File: src/rtl/uart_pkg.sv
// Shared UART definitions: the baud-rate table, the baud-index clamp and the
// receiver frame-state encoding. The transmitter and the controller use them too.
package uart_pkg;

    localparam logic [3:0]  BAUD_IDX_MAX = 4'd9;
    localparam int unsigned MIN_BAUD     = 300;

    typedef enum logic [1:0] {
        RX_IDLE  = 2'd0,
        RX_START = 2'd1,
        RX_DATA  = 2'd2,
        RX_STOP  = 2'd3
    } rx_state_e;

    function automatic logic [3:0] clamp_baud_idx(input logic [3:0] idx);
        return (idx > BAUD_IDX_MAX) ? BAUD_IDX_MAX : idx;
    endfunction

    function automatic int unsigned baud_rate(input logic [3:0] idx);
        case (clamp_baud_idx(idx))
            4'd0:    return 300;
            4'd1:    return 1200;
            4'd2:    return 2400;
            4'd3:    return 4800;
            4'd4:    return 9600;
            4'd5:    return 19200;
            4'd6:    return 38400;
            4'd7:    return 57600;
            4'd8:    return 115200;
            default: return 230400;
        endcase
    endfunction

    // Clocks per 16x oversample tick for a given system clock and baud index.
    function automatic int unsigned oversample_div(input int unsigned clk_freq,
                                                   input logic [3:0]  idx);
        return clk_freq / (16 * baud_rate(idx));
    endfunction

endpackage

File: src/rtl/uart_fifo.sv
// Small synchronous FIFO with first-word fall-through read data. A push into a
// full FIFO is accepted only when a pop happens on the same edge.
module uart_fifo #(
    parameter int unsigned WIDTH = 8,
    parameter int unsigned DEPTH = 4
) (
    input  logic             clk_i,
    input  logic             rst_i,
    input  logic             push_i,
    input  logic [WIDTH-1:0] wdata_i,
    input  logic             pop_i,
    output logic [WIDTH-1:0] rdata_o,
    output logic             empty_o,
    output logic             full_o,
    output logic             overrun_o
);

    localparam int unsigned AW = (DEPTH > 1) ? $clog2(DEPTH) : 1;

    logic [WIDTH-1:0] mem_q [DEPTH];
    logic [AW-1:0]    wr_q, wr_d;
    logic [AW-1:0]    rd_q, rd_d;
    logic [AW:0]      cnt_q, cnt_d;
    logic             pop_ok;
    logic             push_ok;

    assign empty_o   = (cnt_q == '0);
    assign full_o    = (cnt_q == (AW+1)'(DEPTH));
    assign pop_ok    = pop_i & ~empty_o;
    assign push_ok   = push_i & (~full_o | pop_ok);
    assign overrun_o = push_i & full_o & ~pop_i;
    // Read data is held at zero while empty so stale entries never leak out.
    assign rdata_o   = empty_o ? '0 : mem_q[rd_q];

    always_comb begin
        wr_d  = wr_q;
        rd_d  = rd_q;
        cnt_d = cnt_q;
        if (push_ok) begin
            wr_d = wr_q + AW'(1);
        end
        if (pop_ok) begin
            rd_d = rd_q + AW'(1);
        end
        case ({push_ok, pop_ok})
            2'b10:   cnt_d = cnt_q + (AW+1)'(1);
            2'b01:   cnt_d = cnt_q - (AW+1)'(1);
            default: cnt_d = cnt_q;
        endcase
    end

    always_ff @(posedge clk_i or posedge rst_i) begin
        if (rst_i) begin
            wr_q  <= '0;
            rd_q  <= '0;
            cnt_q <= '0;
        end else begin
            wr_q  <= wr_d;
            rd_q  <= rd_d;
            cnt_q <= cnt_d;
        end
    end

    always_ff @(posedge clk_i) begin
        if (push_ok) begin
            mem_q[wr_q] <= wdata_i;
        end
    end

endmodule

File: src/rtl/uart_rx.sv
// 8N1 UART receiver: 16x oversampling, majority vote on ticks 7/8/9 of each bit,
// received bytes land in a small FIFO read with a single-cycle pop.
module uart_rx
    import uart_pkg::*;
#(
    parameter int unsigned CLK_FREQ   = 100000000,
    parameter int unsigned FIFO_DEPTH = 4
) (
    input  logic       clk_i,
    input  logic       rst_i,
    input  logic       en_i,
    input  logic       rxen_i,
    input  logic [3:0] baud_i,
    input  logic       rx_i,
    input  logic       read_i,
    output logic [7:0] rddata_o,
    output logic       datardy_o,
    output logic       isfull_o,
    output logic       ferr_o,
    output logic       overrun_o,
    output rx_state_e  state_o
);

    localparam int unsigned DIV_MAX = CLK_FREQ / (16 * MIN_BAUD);
    localparam int unsigned DIV_W   = (DIV_MAX > 1) ? $clog2(DIV_MAX) : 1;

    logic             rx_meta_q, rx_sync_q, rx_prev_q;
    rx_state_e        state_q, state_d;
    logic [3:0]       baud_q;
    logic [DIV_W-1:0] div_q, div_d, div_last;
    logic [3:0]       tick_q, tick_d;
    logic [2:0]       bit_q, bit_d;
    logic [1:0]       samp_q, samp_d;
    logic [7:0]       shift_q, shift_d;
    logic             ferr_q, ferr_d;
    logic             overrun_q;
    logic             active, tick, fall, decide, maj, push;
    logic             fifo_empty, fifo_full, fifo_overrun;

    assign active   = en_i & rxen_i;
    assign div_last = DIV_W'(oversample_div(CLK_FREQ, baud_q) - 32'd1);
    assign tick     = (state_q != RX_IDLE) && (div_q == div_last);
    assign fall     = rx_prev_q & ~rx_sync_q;
    assign decide   = tick && (tick_q == 4'd9);
    // Samples from ticks 7 and 8 are stored; the tick-9 sample is the live input.
    assign maj      = (samp_q[0] & samp_q[1]) | (samp_q[0] & rx_sync_q) |
                      (samp_q[1] & rx_sync_q);

    always_comb begin
        state_d = state_q;
        div_d   = div_q;
        tick_d  = tick_q;
        bit_d   = bit_q;
        samp_d  = samp_q;
        shift_d = shift_q;
        ferr_d  = 1'b0;
        push    = 1'b0;
        if (state_q != RX_IDLE) begin
            div_d = tick ? '0 : div_q + DIV_W'(1);
            if (tick) begin
                tick_d = tick_q + 4'd1;
                if (tick_q == 4'd7) samp_d[0] = rx_sync_q;
                if (tick_q == 4'd8) samp_d[1] = rx_sync_q;
            end
        end
        case (state_q)
            RX_IDLE: begin
                if (fall) begin
                    state_d = RX_START;
                    div_d   = '0;
                    tick_d  = '0;
                end
            end
            RX_START: begin
                if (decide) begin
                    if (maj) begin
                        state_d = RX_IDLE;
                    end else begin
                        state_d = RX_DATA;
                        bit_d   = '0;
                    end
                end
            end
            RX_DATA: begin
                if (decide) begin
                    shift_d = {maj, shift_q[7:1]};
                    bit_d   = bit_q + 3'd1;
                    if (bit_q == 3'd7) state_d = RX_STOP;
                end
            end
            RX_STOP: begin
                if (decide) begin
                    state_d = RX_IDLE;
                    push    = maj;
                    ferr_d  = ~maj;
                end
            end
            default: state_d = RX_IDLE;
        endcase
        // Disabling drops any partial frame silently.
        if (!active) begin
            state_d = RX_IDLE;
            div_d   = '0;
            tick_d  = '0;
            bit_d   = '0;
            push    = 1'b0;
            ferr_d  = 1'b0;
        end
    end

    always_ff @(posedge clk_i or posedge rst_i) begin
        if (rst_i) begin
            rx_meta_q <= 1'b1;
            rx_sync_q <= 1'b1;
            rx_prev_q <= 1'b1;
            state_q   <= RX_IDLE;
            baud_q    <= '0;
            div_q     <= '0;
            tick_q    <= '0;
            bit_q     <= '0;
            samp_q    <= '0;
            shift_q   <= '0;
            ferr_q    <= 1'b0;
            overrun_q <= 1'b0;
        end else begin
            rx_meta_q <= rx_i;
            rx_sync_q <= rx_meta_q;
            rx_prev_q <= rx_sync_q;
            state_q   <= state_d;
            div_q     <= div_d;
            tick_q    <= tick_d;
            bit_q     <= bit_d;
            samp_q    <= samp_d;
            shift_q   <= shift_d;
            ferr_q    <= ferr_d;
            overrun_q <= fifo_overrun;
            if (state_q == RX_IDLE) begin
                baud_q <= clamp_baud_idx(baud_i);
            end
        end
    end

    uart_fifo #(
        .WIDTH (8),
        .DEPTH (FIFO_DEPTH)
    ) u_fifo (
        .clk_i     (clk_i),
        .rst_i     (rst_i),
        .push_i    (push),
        .wdata_i   (shift_q),
        .pop_i     (read_i),
        .rdata_o   (rddata_o),
        .empty_o   (fifo_empty),
        .full_o    (fifo_full),
        .overrun_o (fifo_overrun)
    );

    assign datardy_o = ~fifo_empty;
    assign isfull_o  = fifo_full;
    assign ferr_o    = ferr_q;
    assign overrun_o = overrun_q;
    assign state_o   = state_q;

endmodule

File: config.mk
export PLATFORM = sky130hd
export DESIGN_NAME = uart_rx
export DESIGN_NICKNAME = d
export VERILOG_FILES = /design/src/rtl/uart_pkg.sv /design/src/rtl/uart_fifo.sv /design/src/rtl/uart_rx.sv
export SDC_FILE = /design/constraint.sdc
export NUM_CORES = 1
export LEC_CHECK = 0
export ABC_AREA = 1
export BUFFER_PORTS_ARGS = -buffer_cell sky130_fd_sc_hd__buf_4
export CAP_MARGIN = 5
export CORE_ASPECT_RATIO = 1.5
export CORE_MARGIN = 2
export CORE_UTILIZATION = 35
export CTS_CLUSTER_SIZE = 30
export DETAILED_ROUTE_END_ITERATION = 8
export GPL_ROUTABILITY_DRIVEN = 0
export PLACE_DENSITY = 0.57
export SYNTH_ARGS = -nofsm -noshare
export SYNTH_HDL_FRONTEND = slang
export SYNTH_SLANG_ARGS = --single-unit
export TNS_END_PERCENT = 100
File: constraint.sdc
create_clock -name clk_i -period 97.4 [get_ports clk_i]
set_input_delay 9.74 -clock clk_i [delete_from_list [all_inputs] [get_ports clk_i]]
set_output_delay 9.74 -clock clk_i [all_outputs]
set_load 0.01 [all_outputs]
* Yosys cells after proc, flatten, opt, wreduce, memory -nomap -nowiden
Memories as Yosys holds them, arrays and structs flattened.
Index checks and enable logic that the tools add are counted.
** Word-level totals
- Register bits :: 50
- Memory bits (writable) :: 32
- Memory bits (read-only) :: 256
- Input bits :: 10
- Output and inout port bits :: 14
- Word-level logic and storage cells :: 110
- Memories :: 2
** Memories
- (no name shown) :: depth 16, bits a word 16, rd ports 1, clocked after Yosys merged registers in 0, write ports 0, RTL line uart_pkg.sv:20 : case (clamp_baud_idx(idx))
- u_fifo.mem_q :: depth 4, bits a word 8, rd ports 1, clocked after Yosys merged registers in 0, write ports 1, RTL line uart_fifo.sv:20 : logic [WIDTH-1:0] mem_q [DEPTH];
** Operators by class
- Add/sub/neg operators :: 8
- Div/mod/pow operators :: 1
- $lt $le $gt $ge :: 2
- Equal/unequal tests :: 18
- Muxes and demuxes :: 35
- Bitwise logic cells :: 17
- Reductions and logical operators :: 11
** Operators by type and width (number)
- 2-to-1 mux 15 bit :: 5
- divider 27 x 32 -> 32 bit (first input constant) :: 1
- 2-to-1 mux 4 bit :: 7
- inequality test 3 bit (second input constant) :: 6
- adder 15 x 1 -> 15 bit (second input constant) :: 1
- == test 15 bit :: 1
- subtractor 15 x 1 -> 15 bit (second input constant) :: 1
- 2-to-1 mux 2 bit :: 7
- 2-to-1 mux 3 bit :: 4
- one-hot mux 3 bit (2 select lines) :: 2
- bitwise AND 1 bit :: 9
- == test 4 bit (second input constant) :: 2
- greater-than comparator 4 bit (second input constant) :: 2
- 2-to-1 mux 1 bit :: 8
- 2-to-1 mux 8 bit :: 1
- one-hot mux 2 bit (4 select lines) :: 1
- adder 3 x 1 -> 3 bit (second input constant) :: 2
- == test 2 bit (second input constant) :: 3
- == test 3 bit (second input constant) :: 2
- AND reduction 3 bit :: 2
- inverter 1 bit :: 5
- AND reduction 5 bit :: 1
- adder 2 x 1 -> 2 bit (second input constant) :: 2
- adder 4 x 1 -> 4 bit (second input constant) :: 1
- 11 further kinds :: 16

* Longest topological paths before layout
Gate-level depths: netlist of run 1.
An unclocked memory read counts as a cell.
- Depth in word-level cells :: 14
- Mapped depth :: 340
- Mapped depth without buffers :: 313

* Cells and area by module
From an unflattened synthesis of run 1, not the netlist that was laid out.
** Unflattened totals
- Cells, all modules :: 3117
- Area, all modules :: 20307.0 um2
** Modules (own cells, without submodules)
- uart_rx :: times used 1, cells each 2929, area each 18448.9 um2, sequential area each 1079.8 um2
- uart_fifo :: times used 1, cells each 188, area each 1858.0 um2, sequential area each 1136.1 um2

* Worst setup path after synthesis of run 1
No wires, ideal clock.
- Path kind :: register to register
- From :: register baud_q[2]
- To :: register u_fifo.cnt_q[1]
- Library setup time :: 76 ps
- Arrival :: 44408 ps
- Data required time :: 97324 ps
- Path slack :: 52915 ps
- Stages on the path, launching flop included :: 315
- Path buffers :: 32
- Clock period less this slack :: 44485 ps
- Cell sequence :: dfrtp_1 -> buf_4 -> inv_2 -> a21oi_1 -> nor2_1 -> inv_1 -> ha_1 -> o211ai_1 -> ha_1 -> nand2_1 -> o21ai_0 -> nand3_2 -> a21oi_1 -> ha_1 -> nand2_1 -> inv_1 -> nand2_1 -> nand3_1 -> [279 not listed] -> a2111oi_0 -> o21ai_1 -> a21oi_1 -> o21ai_1 -> or3_1 -> nor3_1 -> nand3_2 -> nor2_2 -> nand2_2 -> nor2_4 -> nand3_4 -> clkinv_4 -> nand2_4 -> nand2_2 -> fa_1 -> inv_1 -> nand2_1 -> o21ai_1
** On the way
- Word-level cells in the longest chain between the ends :: 14
- Elaborated cells between the ends (all ways) :: 16
- Classes of those cells :: add/sub: 1; div: 1; order compare: 1; eq/ne: 3; mux: 5; bitwise: 1; reduce/logical: 3; memory: 1
** Ends and longest elaborated chain
- start: declaration :: RTL line uart_rx.sv:29 : logic [3:0] baud_q;
- start signal: assignment :: RTL line uart_rx.sv:138 : baud_q <= clamp_baud_idx(baud_i);
- greater-than comparator 4 bit :: RTL line uart_pkg.sv:16 : return (idx > BAUD_IDX_MAX) ? BAUD_IDX_MAX : idx;
- 2-to-1 mux 4 bit * :: RTL line uart_pkg.sv:16
- memory (16 x 16 bit) *
- divider 27 x 32 -> 32 bit * :: RTL line uart_pkg.sv:37 : return clk_freq / (16 * baud_rate(idx));
- subtractor 15 x 1 -> 15 bit * :: RTL line uart_rx.sv:41 : assign div_last = DIV_W'(oversample_div(CLK_FREQ, baud_q) - 32'd1);
- == test 15 bit * :: RTL line uart_rx.sv:42 : assign tick = (state_q != RX_IDLE) && (div_q == div_last);
- logical AND 1 bit * :: RTL line uart_rx.sv:42
- logical AND 1 bit * :: RTL line uart_rx.sv:44 : assign decide = tick && (tick_q == 4'd9);
- 2-to-1 mux 1 bit * :: RTL line uart_rx.sv:92 : if (decide) begin
- 2-to-1 mux 1 bit * :: RTL line uart_rx.sv:66 : case (state_q)
- 2-to-1 mux 1 bit * :: RTL line uart_rx.sv:101 : if (!active) begin
- bitwise AND 1 bit * :: RTL line uart_fifo.sv:30 : assign push_ok = push_i & (~full_o | pop_ok);
- == test 2 x 1 -> 1 bit or == test 2 bit (tied branches) :: RTL line uart_fifo.sv:45 : case ({push_ok, pop_ok})
- one-hot mux 3 bit (2 select lines) or nonzero test 2 bit (tied branches)
- end signal: assignment :: RTL line uart_fifo.sv:60 : cnt_q <= cnt_d;
- end: declaration :: RTL line uart_fifo.sv:23 : logic [AW:0] cnt_q, cnt_d;
Mark *: on every way between the ends. The rest lies on a longest branch, timed or not.
A chain may end at the register's enable or synchronous reset.

* Worst setup path after layout of run 1
- From :: register baud_q[3]
- To :: memory u_fifo.mem_q[0][4], enable pin
** On the way
- Word-level cells in the longest chain between the ends :: 14
** Ends and longest elaborated chain
- greater-than comparator 4 bit :: RTL line uart_pkg.sv:16
- 2-to-1 mux 4 bit * :: RTL line uart_pkg.sv:16
- memory (16 x 16 bit) *
- divider 27 x 32 -> 32 bit * :: RTL line uart_pkg.sv:37
- subtractor 15 x 1 -> 15 bit * :: RTL line uart_rx.sv:41
- == test 15 bit * :: RTL line uart_rx.sv:42
- logical AND 1 bit * :: RTL line uart_rx.sv:42
- logical AND 1 bit * :: RTL line uart_rx.sv:44
- 2-to-1 mux 1 bit * :: RTL line uart_rx.sv:92
- 2-to-1 mux 1 bit * :: RTL line uart_rx.sv:66
- 2-to-1 mux 1 bit * :: RTL line uart_rx.sv:101
- bitwise AND 1 bit * :: RTL line uart_fifo.sv:30
- 2-to-1 mux 1 bit * :: RTL line uart_fifo.sv:65 : if (push_ok) begin
- 2-to-1 mux 1 bit (implied by the code) * :: RTL line uart_fifo.sv:66 : mem_q[wr_q] <= wdata_i;
- end: declaration :: RTL line uart_fifo.sv:20
Marked as above.

==> results of run 1 <==
==> sequential cells by signal, indices dropped and copies added (netlist names), 3 cells and up <==
signal        count
bit_q             3
tick_q            4
u_fifo.cnt_q      3
shift_q           8
div_q            15
u_fifo.mem_q     32
baud_q            4
==> worst max-delay path, delay by kind of cell, from the launching register on <==
| kind | cells | cell delay [ps] |
|---|---|---|
| adders and majority gates | 22 | 7530 |
| buffers and inverters | 32 | 5870 |
| xor gates and xnor gates | 1 | 150 |
| and+or+nand+nor | 118 | 17050 |
| DFF | 1 | 340 |
| AOI/OAI and AO/OA | 105 | 19540 |
==> Yosys cell counts, drive strengths merged, types with 13 or more instances <==
cell	instances
nor2	286
or2	18
xor2	108
o21ai	304
buf	28
edfxtp	32
nor3	46
a21o	24
dfrtp	47
clkbuf	33
inv	398
nand3	215
nand2	777
a21oi	265
xnor2	91
ha	250
a31oi	13
nand4	53
o21bai	24
==> per-stage QoR <==
step,hold slack (ps),instance area [um^2],setup slack (ps),instances,util
after CTS,360,21300,46700,3892,0.371
after floorplan,345,20300,52920,3126,-
after global placement,346,21000,47190,3876,0.365
final,357,21300,46530,3892,0.371
after detailed placement,351,21000,46830,3876,0.365
after global routing,362,21300,40950,3892,0.371
==> logic make-up after synthesis <==
kind of cell / synth area share
muxes: 0.000987
other: 0.000185
buffers and inverters: 0.104
adders and majority gates: 0.155
xor gates and xnor gates: 0.0859
and+or+nand+nor: 0.350
DFF: 0.109
AOI/OAI and AO/OA: 0.194
==> worst min path at each step <==
stage	start	to	slack (ps)	cells past startpoint
final	rx_meta_q	rx_sync_q	360	0
after global routing	rx_meta_q	rx_sync_q	360	0
after CTS	rx_meta_q	rx_sync_q	360	0
after detailed placement	rx_meta_q	rx_sync_q	350	0
after global placement	rx_meta_q	rx_sync_q	350	0
after floorplan	rx_meta_q	rx_sync_q	350	0
==> layer usage <==
| metal | routed length, um | global-route usage | vias up |
|---|---|---|---|
| li1 | - | - | 10453 |
| met1 | 24300 | 0.218 | 9210 |
| met2 | 34300 | 0.421 | 422 |
| met3 | 1700 | 0.0136 | 214 |
| met4 | 4260 | 0.126 | 0 |
| met5 | 0 | 0 | - |
==> cell type report <==
class,instances,area [um^2]
Tap cell,770,963
Multi-Input combinational cell,2574,16000
Inverter,409,1570
Fill cell,6407,36200
Sequential cell,82,2220
Timing Repair Buffer,41,308
Clock buffer,9,225
Clock inverter,7,78.8
==> out/qor.log, run 1 <==
qor: grt.grt_pass1_vias 20298
qor: yosys.synth_largest_type_area_fraction 0.154
qor: drt.routed_wire_length_per_instance 16.6 um
qor: sta.clock_skews 9.98 ps
qor: drt.routed_via_density 5.22
qor: clock_tree.clock_latency_on_the_worst_skew_pair 360 ps
qor: drt.route.antenna.remaining_nets 0
qor: die.boundaryPins 24
qor: die.die_span_y 299 um
qor: final_layout.areaGrowthSynthToFinish 5.17%
qor: clock_tree.tritoncts.num_buffers 9
qor: setup_path.worstReg2RegEnd u_fifo.mem_q[0][4]
qor: setup_path.worst-setup-path-type flip-flop to flip-flop
qor: sta.timing.final.setup_violations 0
qor: clock_tree.holdBufCountCts 0
qor: yosys.synthesis.area 20300 um^2
qor: clock_tree.cts-root-buf sky130_fd_sc_hd__clkbuf_16
qor: sta.timing.final.max_slew_violations 0
qor: placement.detailedPlacementHpwl 52400 um
qor: job.maxCapViolations 0
qor: final_layout.diodes 0
qor: clock_tree.cts.clk_slew.worst_paths 70 ps
qor: grt.grt_util_overall 0.213
qor: setup_path.arrival 50880 ps
qor: final_layout.final_common_cell sky130_fd_sc_hd__nand2_1
qor: final_layout.drive_above_1_share 0.111
qor: clock_tree.clock_tree.htree_level_count 3
qor: drt.routed_wl 64600 um
qor: yosys.yosys_register_bits 82
qor: hold_path.hold_class flip-flop to flip-flop
qor: sta.hold_viol_final 0
qor: sta.fmax 0.0197 GHz
qor: setup_path.reg2reg_slack 46530 ps
qor: yosys.syn_inst 3123
qor: yosys.synth_sequential_area_ratio 0.109
qor: sta.period_needed 50870 ps
qor: clock_tree.clock-sinks 82
qor: clock_tree.clock_tree_from_tritoncts yes
qor: grt.grt_remaining_overflow 0
qor: drt.drc_markers 0
qor: run_status.status finished clean
qor: setup_path.endpoint u_fifo.mem_q[0][4]
qor: sta.timing_worst_slew_pin_value 820 ps
qor: die.design.die.area 60000 um^2
qor: grt.grt_start_max_net_pins 51
qor: setup_path.crit_path_start_kind flip-flop
qor: final_layout.design.final.nets 3378
qor: setup_path.critical_path_required 97410 ps
qor: setup_path.reg2reg_from baud_q[3]
qor: die.std_cell_rows 108
qor: drt.drt_first_pass_iters 5
qor: die.initial_utilization 0.352
qor: sta.grt_setup_unrepaired false
qor: yosys.synth_area_per_cell 6.50 um^2
qor: setup_path.worstRegToRegCells 278
qor: yosys.largest_area_contributor_in_the_netlist sky130_fd_sc_hd__ha_1
qor: setup_path.cell_repeated_most_along_the_worst_path sky130_fd_sc_hd__nand2_1
qor: setup_path.crit_path_start baud_q[3]
qor: clock_tree.clockBufferDepth 2
qor: grt.grt_pass1_wl 103000 um
qor: clock_tree.postCtsResizedCells 0
qor: yosys.synth_async_sr_flop_share 0.610
qor: grt.antenna_violations_before_repair 0
qor: sta.finalSetupTns 0 ps
qor: yosys.ys.warnings.count 0
qor: final_layout.layout.cells.most_common_list 664 x sky130_fd_sc_hd__nand2_1, 368 x sky130_fd_sc_hd__inv_1, 271 x sky130_fd_sc_hd__o21ai_0
qor: die.core-area 57600 um^2
qor: yosys.synthTopCellsByArea sky130_fd_sc_hd__ha_1 15%, sky130_fd_sc_hd__nand2_1 12%, sky130_fd_sc_hd__inv_1 6.8%
qor: yosys.count_of_flip_flops_with_a_built_in_enable_after_synthesis 32
qor: setup_path.cpMaxStageDelayCell sky130_fd_sc_hd__nand3_2
qor: drt.detail_route.iter0.violations 901
qor: yosys.yosys_most_used_dff sky130_fd_sc_hd__dfrtp_1
qor: sta.timing.max_slew.rel_slack 0.453
qor: setup_path.crit_path_max_fanout 46
qor: setup_path.cp_slowest_stage_delay 650 ps
qor: drt.dr_total_vias 20299
qor: placement.portBuffers 23
qor: clock_tree.cts_setup_buffers 0
qor: yosys.yosys.cell_types.count 84
qor: die.die_width 201 um
qor: sta.layout_worst_path_cycle_share 0.522
qor: setup_path.nature_of_the_critical_path_endpoint flip-flop
Power of run 1 is not shown: default switching activity piles up to over one toggle a cycle in this logic, so the estimate is an artifact.
==> run 2, diff against run 1 <==
Settings changed: PLACE_DENSITY 0.57 to 0.59.
Clock period 97.4 ns to 42.7 ns, I/O delays scaled along.
==> run 2 against run 1 <==
Clock skew is 2.5 ps lower. Critical path depth is 7 higher. Utilization is 6.1 points higher. First-iteration DRC count is 12% higher. Flip-flop and latch count stayed put. Critical endpoint is now u_fifo.mem_q[0][7].
==> out/qor.log, run 2 (synthesized netlist as in run 1, its figures left out) <==
qor: setup_path.cp_slowest_stage_delay 390 ps
qor: setup_path.nature_of_the_critical_path_endpoint flip-flop
qor: final_layout.drive_above_1_share 0.243
qor: final_layout.top_regs u_fifo.mem_q x32, div_q x15, shift_q x8
qor: grt.grt_pass1_vias 20863
qor: final_layout.layout.cells.most_common_list 642 x sky130_fd_sc_hd__nand2_1, 360 x sky130_fd_sc_hd__inv_1, 277 x sky130_fd_sc_hd__buf_4
qor: die.core-area 57600 um^2
qor: clock_tree.cts-root-buf sky130_fd_sc_hd__clkbuf_16
qor: setup_path.critical_path_required 42740 ps
qor: setup_path.cell_repeated_most_along_the_worst_path sky130_fd_sc_hd__nand2_1
qor: clock_tree.clock_latency_on_the_worst_skew_pair 360 ps
qor: die.boundaryPins 24
qor: grt.antenna_violations_before_repair 0
qor: sta.timing.max_slew.rel_slack 0.523
qor: drt.total_met3_wirelength_after_detailed_routing 1840 um
qor: sta.clock_skews 7.46 ps
qor: drt.routed.top_layer met4
qor: run_status.status finished clean
qor: final_layout.final_common_cell sky130_fd_sc_hd__nand2_1
qor: die.std_cell_rows 108
qor: hold_path.hold_class flip-flop to flip-flop
qor: sta.timing.final.setup_violations 0
qor: drt.drc_markers 0
qor: die.design.die.area 60000 um^2
qor: setup_path.crit_path_max_fanout 13
qor: final_layout.top_register u_fifo.mem_q
qor: clock_tree.clock-sinks 82
qor: sta.layout_worst_path_cycle_share 0.938
qor: clock_tree.cts.clk_slew.worst_paths 60 ps
qor: clock_tree.tritoncts.num_buffers 9
qor: drt.routed_wire_length_per_instance 16.2 um
qor: final_layout.largest_reg_flops 32
qor: die.initial_utilization 0.352
qor: drt.drt_first_pass_iters 8
qor: drt.dr_total_vias 21555
qor: job.maxCapViolations 0
qor: sta.setup_slack 2640 ps
qor: grt.grt_pass1_wl 104000 um
qor: setup_path.arrival 40090 ps
qor: die.die_width 201 um
qor: sta.fmax 0.0250 GHz
qor: drt.detail_route.iter0.violations 1005
qor: clock_tree.clock_tree.htree_level_count 3
qor: final_layout.diodes 0
qor: sta.timing_worst_slew_pin_value 711 ps
qor: sta.period_needed 40060 ps
qor: setup_path.worst-setup-path-type flip-flop to flip-flop
qor: grt.grt_remaining_overflow 0
qor: drt.route.antenna.remaining_nets 0
qor: final_layout.areaGrowthSynthToFinish 22.4%
qor: clock_tree.clock_tree_from_tritoncts yes
qor: placement.portBuffers 23
qor: final_layout.design.final.nets 3635
qor: drt.routed_wl 67300 um
qor: placement.place_worst_setup_slack -1220 ps
qor: setup_path.cpMaxStageDelayCell sky130_fd_sc_hd__ha_1
qor: grt.grt_util_overall 0.212
qor: sta.timing.final.max_slew_violations 0
qor: setup_path.crit_path_start_kind flip-flop
qor: drt.routed_via_density 5.20
qor: sta.hold_viol_final 0
qor: grt.grt_start_max_net_pins 51
qor: placement.detailedPlacementHpwl 52700 um
qor: die.die_span_y 299 um
qor: clock_tree.clockBufferDepth 2
qor: drt.met2WireLength 37000 um
qor: drt.detail_route.wirelength.met1 24900 um
## run 2: cell types whose count changed in the layout (fill, tap and decap cells not counted), sizes merged
cell and delta:
clkinvlp +7, bufinv +1, inv -4, nand3 +1, nand2 +4, buf +248
## run 2: path summary, 6_finish.rpt
check	startpoint	to	slack (ps)	cells after the start
max	baud_q[1]	u_fifo.mem_q[0][7]	2640	285
min	rx_meta_q	rx_sync_q	360	0
max reg2reg	baud_q[1]	u_fifo.mem_q[0][7]	2640	285
min reg2reg	rx_meta_q	rx_sync_q	360	0
max in group asynchronous	rst_i	baud_q[3]	38090	3
min in group asynchronous	rst_i	tick_q[3]	4120	3
## run 2: what timing repair did
action,4_1_cts,5_1_grt
hold buffers,0,0
pin swaps,4,140
buffers inserted,4,82
endpoints found under the setup margin,73,73
cloned,0,9
gates resized for setup,35,338
## run 2: cell type report
type | count | area (um^2)
Multi-Input combinational cell | 2579 | 17400
Clock inverter | 7 | 77.6
Timing Repair Buffer | 289 | 2230
Fill cell | 6159 | 32700
Timing Repair inverter | 4 | 36.3
Clock buffer | 9 | 225
Sequential cell | 82 | 2220
Inverter | 409 | 1640
Tap cell | 770 | 963
## run 2: layer usage
layer / global-route usage / up-vias
met5: 0 / -
met4: 0.105 / 0
met3: 0.0140 / 190
met2: 0.435 / 444
met1: 0.211 / 9935
li1: - / 10986
## run 2: critical path: cells and delay by family (launching register included)
kind | cells | cell delay (ps)
flops | 1 | 350
simple gates | 130 | 14980
xor+xnor | 1 | 140
compound gates | 95 | 13860
buf+inv | 35 | 3760
fa+ha+maj | 24 | 6560
## run 2: per-stage QoR
stage | utilization | std cells | cell area (um^2) | TNS [ps] | hold slack [ps]
final | 0.431 | 4149 | 24800 | 0 | 356
after global routing | 0.431 | 4149 | 24800 | -25460 | 358
after CTS | 0.395 | 4058 | 22700 | 0 | 356
after detailed placement | 0.388 | 4038 | 22300 | -59970 | 347
after global placement | 0.388 | 4038 | 22300 | -17100 | 346
after floorplan | - | 3126 | 20400 | 0 | 345
Power of run 2 is left out for the same reason.
